**config.mk**
```make
export PLATFORM = sky130hd
export DESIGN_NAME = kmu_block_sched
export DESIGN_NICKNAME = d
export VERILOG_FILES = /design/src/rtl/kmu_block_sched_pkg.sv /design/src/rtl/kmu_rr_select.sv /design/src/rtl/kmu_block_sched.sv
export SDC_FILE = /design/constraint.sdc
export NUM_CORES = 1
export LEC_CHECK = 0
export CAP_MARGIN = 20
export CORE_UTILIZATION = 30
export CTS_CLUSTER_DIAMETER = 200
export DETAILED_ROUTE_END_ITERATION = 10
export SYNTH_ARGS = -nofsm -noshare
export SYNTH_HDL_FRONTEND = slang
export SYNTH_SLANG_ARGS = --single-unit
```
**constraint.sdc**
```tcl
create_clock -name clk -period 5.85 [get_ports clk]
set_clock_uncertainty 0.2 [all_clocks]
set_input_delay 1.17 -clock clk [delete_from_list [all_inputs] [get_ports clk]]
set_output_delay 1.17 -clock clk [all_outputs]
set_load 0.05 [all_outputs]
```
**src/rtl/kmu_block_sched_pkg.sv**
```systemverilog
`default_nettype none
// +-----------------------------------------------------------------------------+
// | Module      : kmu_block_sched_pkg                                           |
// | Description : Shared types for the KMU block scheduler: 3-D dimension       |
// |               vector, captured launch descriptor and scheduler state enum.  |
// | Revision    : 1.0 - initial release                                         |
// +-----------------------------------------------------------------------------+
package kmu_block_sched_pkg;

   localparam int DIM_W = 32;   // width of each grid/block dimension and index
   localparam int XLEN  = 32;   // width of pc and kernel argument pointer

   // Index [0] is x, [1] is y, [2] is z.
   typedef logic [2:0][DIM_W-1:0] kmu_dim3_t;

   typedef struct packed {
      logic [XLEN-1:0] pc;
      logic [XLEN-1:0] param;
      kmu_dim3_t       grid_dim;
      kmu_dim3_t       block_dim;
   } kmu_launch_t;

   typedef enum logic [1:0] {
      KMU_SCHED_IDLE     = 2'd0,
      KMU_SCHED_DISPATCH = 2'd1,
      KMU_SCHED_DRAIN    = 2'd2
   } kmu_sched_state_e;

   // An empty grid in any axis means the launch has no blocks at all.
   function automatic logic kmu_dim3_any_zero(input kmu_dim3_t d);
      return (d[0] == '0) || (d[1] == '0) || (d[2] == '0);
   endfunction

endpackage
`default_nettype wire

```
**src/rtl/kmu_rr_select.sv**
```systemverilog
`default_nettype none
// +-----------------------------------------------------------------------------+
// | Module      : kmu_rr_select                                                 |
// | Description : Combinational round-robin selector. Grants the first set      |
// |               request at or after ptr, wrapping around to index 0.          |
// | Ports       : req   - request vector                                        |
// |               ptr   - highest-priority index                                |
// |               grant - one-hot grant (all-zero when no request)              |
// |               valid - some request was granted                              |
// | Revision    : 1.0 - initial release                                         |
// +-----------------------------------------------------------------------------+
module kmu_rr_select
   import kmu_block_sched_pkg::*;
#(
   parameter int NUM_REQ = 4,
   parameter int PTR_W   = 2
) (
   input  logic [NUM_REQ-1:0] req,
   input  logic [PTR_W-1:0]   ptr,
   output logic [NUM_REQ-1:0] grant,
   output logic               valid
);

   // Two passes: first look only at indices >= ptr, then fall back to the
   // lowest set request, which is the wrap-around part of the rotation.
   always_comb begin
      grant = '0;
      valid = 1'b0;
      for (int i = 0; i < NUM_REQ; i++) begin
         if (!valid && req[i] && (i >= int'(ptr))) begin
            grant[i] = 1'b1;
            valid    = 1'b1;
         end
      end
      for (int i = 0; i < NUM_REQ; i++) begin
         if (!valid && req[i]) begin
            grant[i] = 1'b1;
            valid    = 1'b1;
         end
      end
   end

endmodule
`default_nettype wire

```
**src/rtl/kmu_block_sched.sv**
```systemverilog
`default_nettype none
// +-----------------------------------------------------------------------------+
// | Module      : kmu_block_sched                                               |
// | Description : Kernel block scheduler. Captures a launch descriptor on       |
// |               start, walks the 3-D grid x-fastest and offers each block to  |
// |               one core round-robin, limiting blocks in flight per core.     |
// | Ports       : clk, reset (async, active-low)                                |
// |               start, pc_in, param_in, grid_dim_in, block_dim_in - launch    |
// |               disp_valid/disp_ready - per-core dispatch handshake           |
// |               disp_pc, disp_param, disp_block_id, disp_block_dim - payload  |
// |               block_done - per-core completion pulse                        |
// |               busy - launch in progress; done - completion pulse            |
// | Revision    : 1.0 - initial release                                         |
// +-----------------------------------------------------------------------------+
module kmu_block_sched
   import kmu_block_sched_pkg::*;
#(
   parameter int NUM_TARGETS      = 4,
   parameter int MAX_OUTSTANDING  = 2,
   parameter bit CHECK_STRAY_DONE = 1'b1
) (
   input  logic                   clk,
   input  logic                   reset,
   input  logic                   start,
   input  logic [XLEN-1:0]        pc_in,
   input  logic [XLEN-1:0]        param_in,
   input  logic [2:0][DIM_W-1:0]  grid_dim_in,
   input  logic [2:0][DIM_W-1:0]  block_dim_in,
   output logic [NUM_TARGETS-1:0] disp_valid,
   input  logic [NUM_TARGETS-1:0] disp_ready,
   output logic [XLEN-1:0]        disp_pc,
   output logic [XLEN-1:0]        disp_param,
   output logic [2:0][DIM_W-1:0]  disp_block_id,
   output logic [2:0][DIM_W-1:0]  disp_block_dim,
   input  logic [NUM_TARGETS-1:0] block_done,
   output logic                   busy,
   output logic                   done
);

   localparam int c_ptr_w = (NUM_TARGETS > 1) ? $clog2(NUM_TARGETS) : 1;
   localparam int c_cnt_w = $clog2(MAX_OUTSTANDING + 1);
   localparam logic [c_cnt_w-1:0] c_max_cnt  = c_cnt_w'(MAX_OUTSTANDING);
   localparam logic [c_ptr_w-1:0] c_last_tgt = c_ptr_w'(NUM_TARGETS - 1);

   kmu_sched_state_e       r_state, w_state_nxt;
   kmu_launch_t            r_launch;
   kmu_dim3_t              r_block_id, w_block_id_nxt;
   logic [c_ptr_w-1:0]     r_rr_ptr, w_grant_idx, w_rr_ptr_nxt;
   logic [NUM_TARGETS-1:0] w_eligible, w_grant, w_cnt_zero;
   logic                   w_fire, w_last_block, w_drain_exit, w_start_ok;
   logic                   r_busy, r_done;

   // ---------------------------------------------------------------- per core
   for (genvar i = 0; i < NUM_TARGETS; i++) begin : g_tgt
      logic [c_cnt_w-1:0] r_out_cnt;

      assign w_eligible[i] = (r_state == KMU_SCHED_DISPATCH) && disp_ready[i] &&
                             (r_out_cnt < c_max_cnt);
      assign w_cnt_zero[i] = (r_out_cnt == '0);

      // A grant and a completion in the same cycle cancel out. A completion
      // against an empty counter is dropped, which also absorbs stale pulses
      // from cores that were mid-block when reset hit.
      always_ff @(posedge clk or negedge reset) begin
         if (!reset) begin
            r_out_cnt <= '0;
         end else if (w_grant[i] && !block_done[i]) begin
            r_out_cnt <= r_out_cnt + c_cnt_w'(1);
         end else if (!w_grant[i] && block_done[i] && (r_out_cnt != '0)) begin
            r_out_cnt <= r_out_cnt - c_cnt_w'(1);
         end
      end

      if (CHECK_STRAY_DONE) begin : g_stray_chk
         always @(posedge clk) begin
            if (reset && block_done[i] && !w_grant[i]) begin
               assert (r_out_cnt != '0);
            end
         end
      end
   end

   // ---------------------------------------------------------------- selection
   kmu_rr_select #(
      .NUM_REQ (NUM_TARGETS),
      .PTR_W   (c_ptr_w)
   ) u_rr_select (
      .req   (w_eligible),
      .ptr   (r_rr_ptr),
      .grant (w_grant),
      .valid (w_fire)
   );

   always_comb begin
      w_grant_idx = '0;
      for (int i = 0; i < NUM_TARGETS; i++) begin
         if (w_grant[i]) begin
            w_grant_idx = c_ptr_w'(i);
         end
      end
      w_rr_ptr_nxt = (w_grant_idx == c_last_tgt) ? '0 : (w_grant_idx + c_ptr_w'(1));
   end

   // ---------------------------------------------------------------- index walker
   always_comb begin
      logic w_last_x, w_last_y, w_last_z;
      w_last_x = (r_block_id[0] == (r_launch.grid_dim[0] - DIM_W'(1)));
      w_last_y = (r_block_id[1] == (r_launch.grid_dim[1] - DIM_W'(1)));
      w_last_z = (r_block_id[2] == (r_launch.grid_dim[2] - DIM_W'(1)));
      w_last_block   = w_last_x && w_last_y && w_last_z;
      w_block_id_nxt = r_block_id;
      if (!w_last_x) begin
         w_block_id_nxt[0] = r_block_id[0] + DIM_W'(1);
      end else begin
         w_block_id_nxt[0] = '0;
         if (!w_last_y) begin
            w_block_id_nxt[1] = r_block_id[1] + DIM_W'(1);
         end else begin
            w_block_id_nxt[1] = '0;
            w_block_id_nxt[2] = r_block_id[2] + DIM_W'(1);
         end
      end
   end

   // ---------------------------------------------------------------- FSM
   assign w_start_ok   = (r_state == KMU_SCHED_IDLE) && start;
   // A completion still arriving this cycle means a core is not yet quiet.
   assign w_drain_exit = (r_state == KMU_SCHED_DRAIN) && (&w_cnt_zero) && (block_done == '0);

   always_ff @(posedge clk or negedge reset) begin
      if (!reset) begin
         r_state <= KMU_SCHED_IDLE;
      end else begin
         r_state <= w_state_nxt;
      end
   end

   always_comb begin
      w_state_nxt = r_state;
      case (r_state)
         KMU_SCHED_IDLE: begin
            if (start) begin
               w_state_nxt = kmu_dim3_any_zero(grid_dim_in) ? KMU_SCHED_DRAIN
                                                             : KMU_SCHED_DISPATCH;
            end
         end
         KMU_SCHED_DISPATCH: begin
            if (w_fire && w_last_block) begin
               w_state_nxt = KMU_SCHED_DRAIN;
            end
         end
         KMU_SCHED_DRAIN: begin
            if (w_drain_exit) begin
               w_state_nxt = KMU_SCHED_IDLE;
            end
         end
         default: w_state_nxt = KMU_SCHED_IDLE;
      endcase
   end

   // ---------------------------------------------------------------- datapath
   always_ff @(posedge clk or negedge reset) begin
      if (!reset) begin
         r_launch   <= '0;
         r_block_id <= '0;
         r_rr_ptr   <= '0;
         r_busy     <= 1'b0;
         r_done     <= 1'b0;
      end else begin
         if (w_start_ok) begin
            r_launch   <= '{pc: pc_in, param: param_in,
                            grid_dim: grid_dim_in, block_dim: block_dim_in};
            r_block_id <= '0;
            r_busy     <= 1'b1;
         end
         if (w_fire) begin
            r_rr_ptr <= w_rr_ptr_nxt;
            // The final index is held rather than wrapped back to zero.
            if (!w_last_block) begin
               r_block_id <= w_block_id_nxt;
            end
         end
         if (w_drain_exit) begin
            r_busy <= 1'b0;
         end
         r_done <= w_drain_exit;
      end
   end

   assign disp_valid     = w_grant;
   assign disp_pc        = r_launch.pc;
   assign disp_param     = r_launch.param;
   assign disp_block_dim = r_launch.block_dim;
   assign disp_block_id  = r_block_id;
   assign busy           = r_busy;
   assign done           = r_done;

endmodule
`default_nettype wire

```
==> run summary <==
Final Setup Violations: 0
CP Class: flip-flop to flip-flop
Chip width: 267 µm
Vias per Instance: 4.94
DP HPWL: 53100 µm
I/O Pins: 529
Max-slew violations: 0
Root Buffer: clkbuf_16
PostCTS Resize Cnt: 0
Starting density of the core: 30.5%
# Max-Cap Violations: 0
Mean Syn Cell Area: 8.24 µm²
R2r setup slk: 0.86 ns
Worst-path fanout max: 13
Port buffer count: 528
Post-synthesis net count: 2822
Peak VDD IR: 0.218 mV
Overall Power: 7850 µW
Vias in the first global route: 18300
Top cell type's share of synthesized area: 43.6%
Clock sinks: 366
Placer Congestion: 0.900
Starting DRT DRC Count: 1251
Critical Path Sink Type: flip-flop
Largest net degree at the start of global routing: 185
Clock Latency Late Sink: 0.58 ns
TritonCTS buffer count: 44
RSZ-0062 raised after global routing: false
Top FF cell, synth: dfrtp_1
Util after Layout: 40.0%
CTS hold repair buffers: 0
Mean routed wirelength per cell: 18.7 µm
Yosys reg bits: 366
Capture point of the worst path: disp_block_id[25]$_DFF_PN0_
Crit path from: r_launch[174]$_DFFE_PN0P_
CTS H-tree depth: 2
Data arrival time of the worst path: 5.26 ns
Sequential share of the synthesized area: 43.6%
R2R Path End: disp_block_id[25]$_DFF_PN0_
Synthesis-to-finish area growth: 31.4%
Leakage: 0.0122 µW
Final WL: 71900 µm
Area contributors post-synth: dfrtp_1 44%, nand2_1 15%, buf_4 5.7%
Tcrit/Tclk final: 85.3%
First-pass detailed-route iteration total: 5
Synth unique cells: 86
Antenna Nets Post-Route: 0
Final hold violations: 0
# fillers: 6978
DRC Markers: 0
Peak Freq: 200 MHz
Share of layout cells above drive strength 1: 4.88%
Global Route Usage Sum: 19.8%
Nets@finish: 3148
Setup total negative slack: 0 ns
Cell depth of the worst hold path: 2
Cell count after synthesis: 2549
Leading area contributor after synthesis: dfrtp_1
RR Startpoint: r_launch[174]$_DFFE_PN0P_
Core region area: 68900 µm²
Number of enable flip-flop cells after synthesis: 0
Post-layout min period: 4.99 ns
Gr ovfl total: 0
Initial antenna violation count: 8
Max-slew headroom: 33.4%
Row cnt: 96
PwrDens: 284 nW/µm²
Die ar.: 71100 µm²
Worst Path Required: 6.12 ns
CP startpoint kind: flip-flop
Vert. Die Dim: 267 µm
Clk buf depth: 3
Clk pin slew, worst setup/hold paths: 0.06 ns
CTS tree: built
Hold Path Class: flip-flop to flip-flop
First-pass GRT wire length: 110000 µm
Setup repair bufs after CTS: 0
Status: completed
Yosys warnings: 0
Worst Tran Pin Value: 0.999 ns
Post-Syn Area: 21000 µm²
Vias: 19000
R2R cell count: 11
Fraction of registers with async set/reset: 100%
state kept, by name (all words and copies together) (netlist names):
| register | flops |
|---|---|
| done | 1 |
| disp_pc | 32 |
| r_launch | 96 |
| disp_block_id | 96 |
| r_state | 2 |
| busy | 1 |
| disp_param | 32 |
| g_tgt.r_out_cnt | 8 |
| disp_block_dim | 96 |
| r_rr_ptr | 2 |
layer usage:
layer | global-route usage (%) | part of all wire (%) | wire length (µm) | vias to the layer above
li1 | - | - | - | 9181
met1 | 25.9 | 43 | 30900 | 9048
met2 | 31.7 | 46 | 32900 | 647
met3 | 6.01 | 9.2 | 6590 | 103
met4 | 4.71 | 2.1 | 1490 | 12
met5 | 0 | 0.11 | 77 | -
per-stage QoR:
step                std cells  hold slack (ns)  instance area [µm²]  setup slack, ns
finish                   3843            0.269                27600            0.859
global route             3839            0.284                27600            0.458
CTS                      3837            0.276                27600            0.740
detailed placement       3758            0.261                26000            0.796
global placement         3758            0.256                26000            0.830
floorplan                2549            0.247                21000             1.66
worst min path at each step:
stage,start,endpoint,slack (ns)
after floorplan,disp_block_dim[0]$_DFFE_PN0P_,disp_block_dim[0]$_DFFE_PN0P_,0.25
after global placement,disp_block_dim[82]$_DFFE_PN0P_,disp_block_dim[82]$_DFFE_PN0P_,0.26
after detailed placement,disp_block_dim[2]$_DFFE_PN0P_,disp_block_dim[2]$_DFFE_PN0P_,0.26
after CTS,disp_param[22]$_DFFE_PN0P_,disp_param[22]$_DFFE_PN0P_,0.28
after global routing,disp_block_dim[9]$_DFFE_PN0P_,disp_block_dim[9]$_DFFE_PN0P_,0.28
final,disp_block_dim[51]$_DFFE_PN0P_,disp_block_dim[51]$_DFFE_PN0P_,0.27
cells in the mapped netlist, types with 38 or more instances:
cell and count:
and3_1 38, buf_4 160, clkbuf_1 102, dfrtp_1 366
inv_1 58, nand2_1 814, nand3_1 67, nor2_1 108
nor3_1 62, nor4_1 73, o21ai_0 118, xnor2_1 78
xor2_1 51
cell type report:
type	instances	area, µm²	area share (%)
Antenna cell	4	10.0	0.0363
Clock buffer	61	1260	4.55
Clock inverter	18	256	0.929
Inverter	58	218	0.789
Multi-Input combinational cell	1847	9950	36.0
Sequential cell	366	9160	33.2
Tap cell	931	1160	4.22
Timing Repair Buffer	558	5590	20.3
power by group:
| part | internal, µW | switching [µW] |
|---|---|---|
| clock | 1760 | 1150 |
| sequential | 2720 | 311 |
| combinational | 757 | 1150 |
| total | 5240 | 2600 |
cell families after synthesis:
family | Yosys count | share of synthesized area (%)
AOI/OAI and AO/OA | 327 | 10.6
xor gates and xnor gates | 130 | 5.49
adders and majority gates | 6 | 0.357
buffers and inverters | 336 | 9.17
DFF | 366 | 43.6
muxes | 9 | 0.435
and+or+nand+nor | 1375 | 30.3
critical path: stages (launching register included):
cell     delay [ns]
dfrtp_1        0.45
nor3_1         0.72
nand3_1        0.33
or3_1          0.49
mux2i_1        0.19
a31oi_1        0.10
or4_1          0.69
nor4_2         0.31
buf_4          0.29
or2_2          0.44
nand2_1        0.37
o21ai_0        0.31
cell usage in the layout, fill, tap and decap left out, types with 10 or more instances in the layout:
cell type	synthesis	final
xnor2_1	78	78
nor4_1	73	72
xor2_1	51	51
a2bb2oi_1	12	12
a21oi_1	31	31
a21o_1	10	10
nand2_1	814	813
nor2_1	108	106
o211ai_1	10	10
dfrtp_1	366	366
nand2b_1	19	19
a22o_1	29	29
and2_1	21	21
clkbuf_16	0	45
or4_1	21	21
nor2b_1	16	16
o21ai_0	118	118
nand3_1	67	67
inv_1	58	58
and3_1	38	38
nand4_1	34	34
or3_1	22	22
buf_4	160	24
nor3_1	62	61
nand3b_1	14	14
clkdlybuf4s50_1	0	527
o31ai_1	18	18
Note: power is estimated with default switching activity, not from simulation.
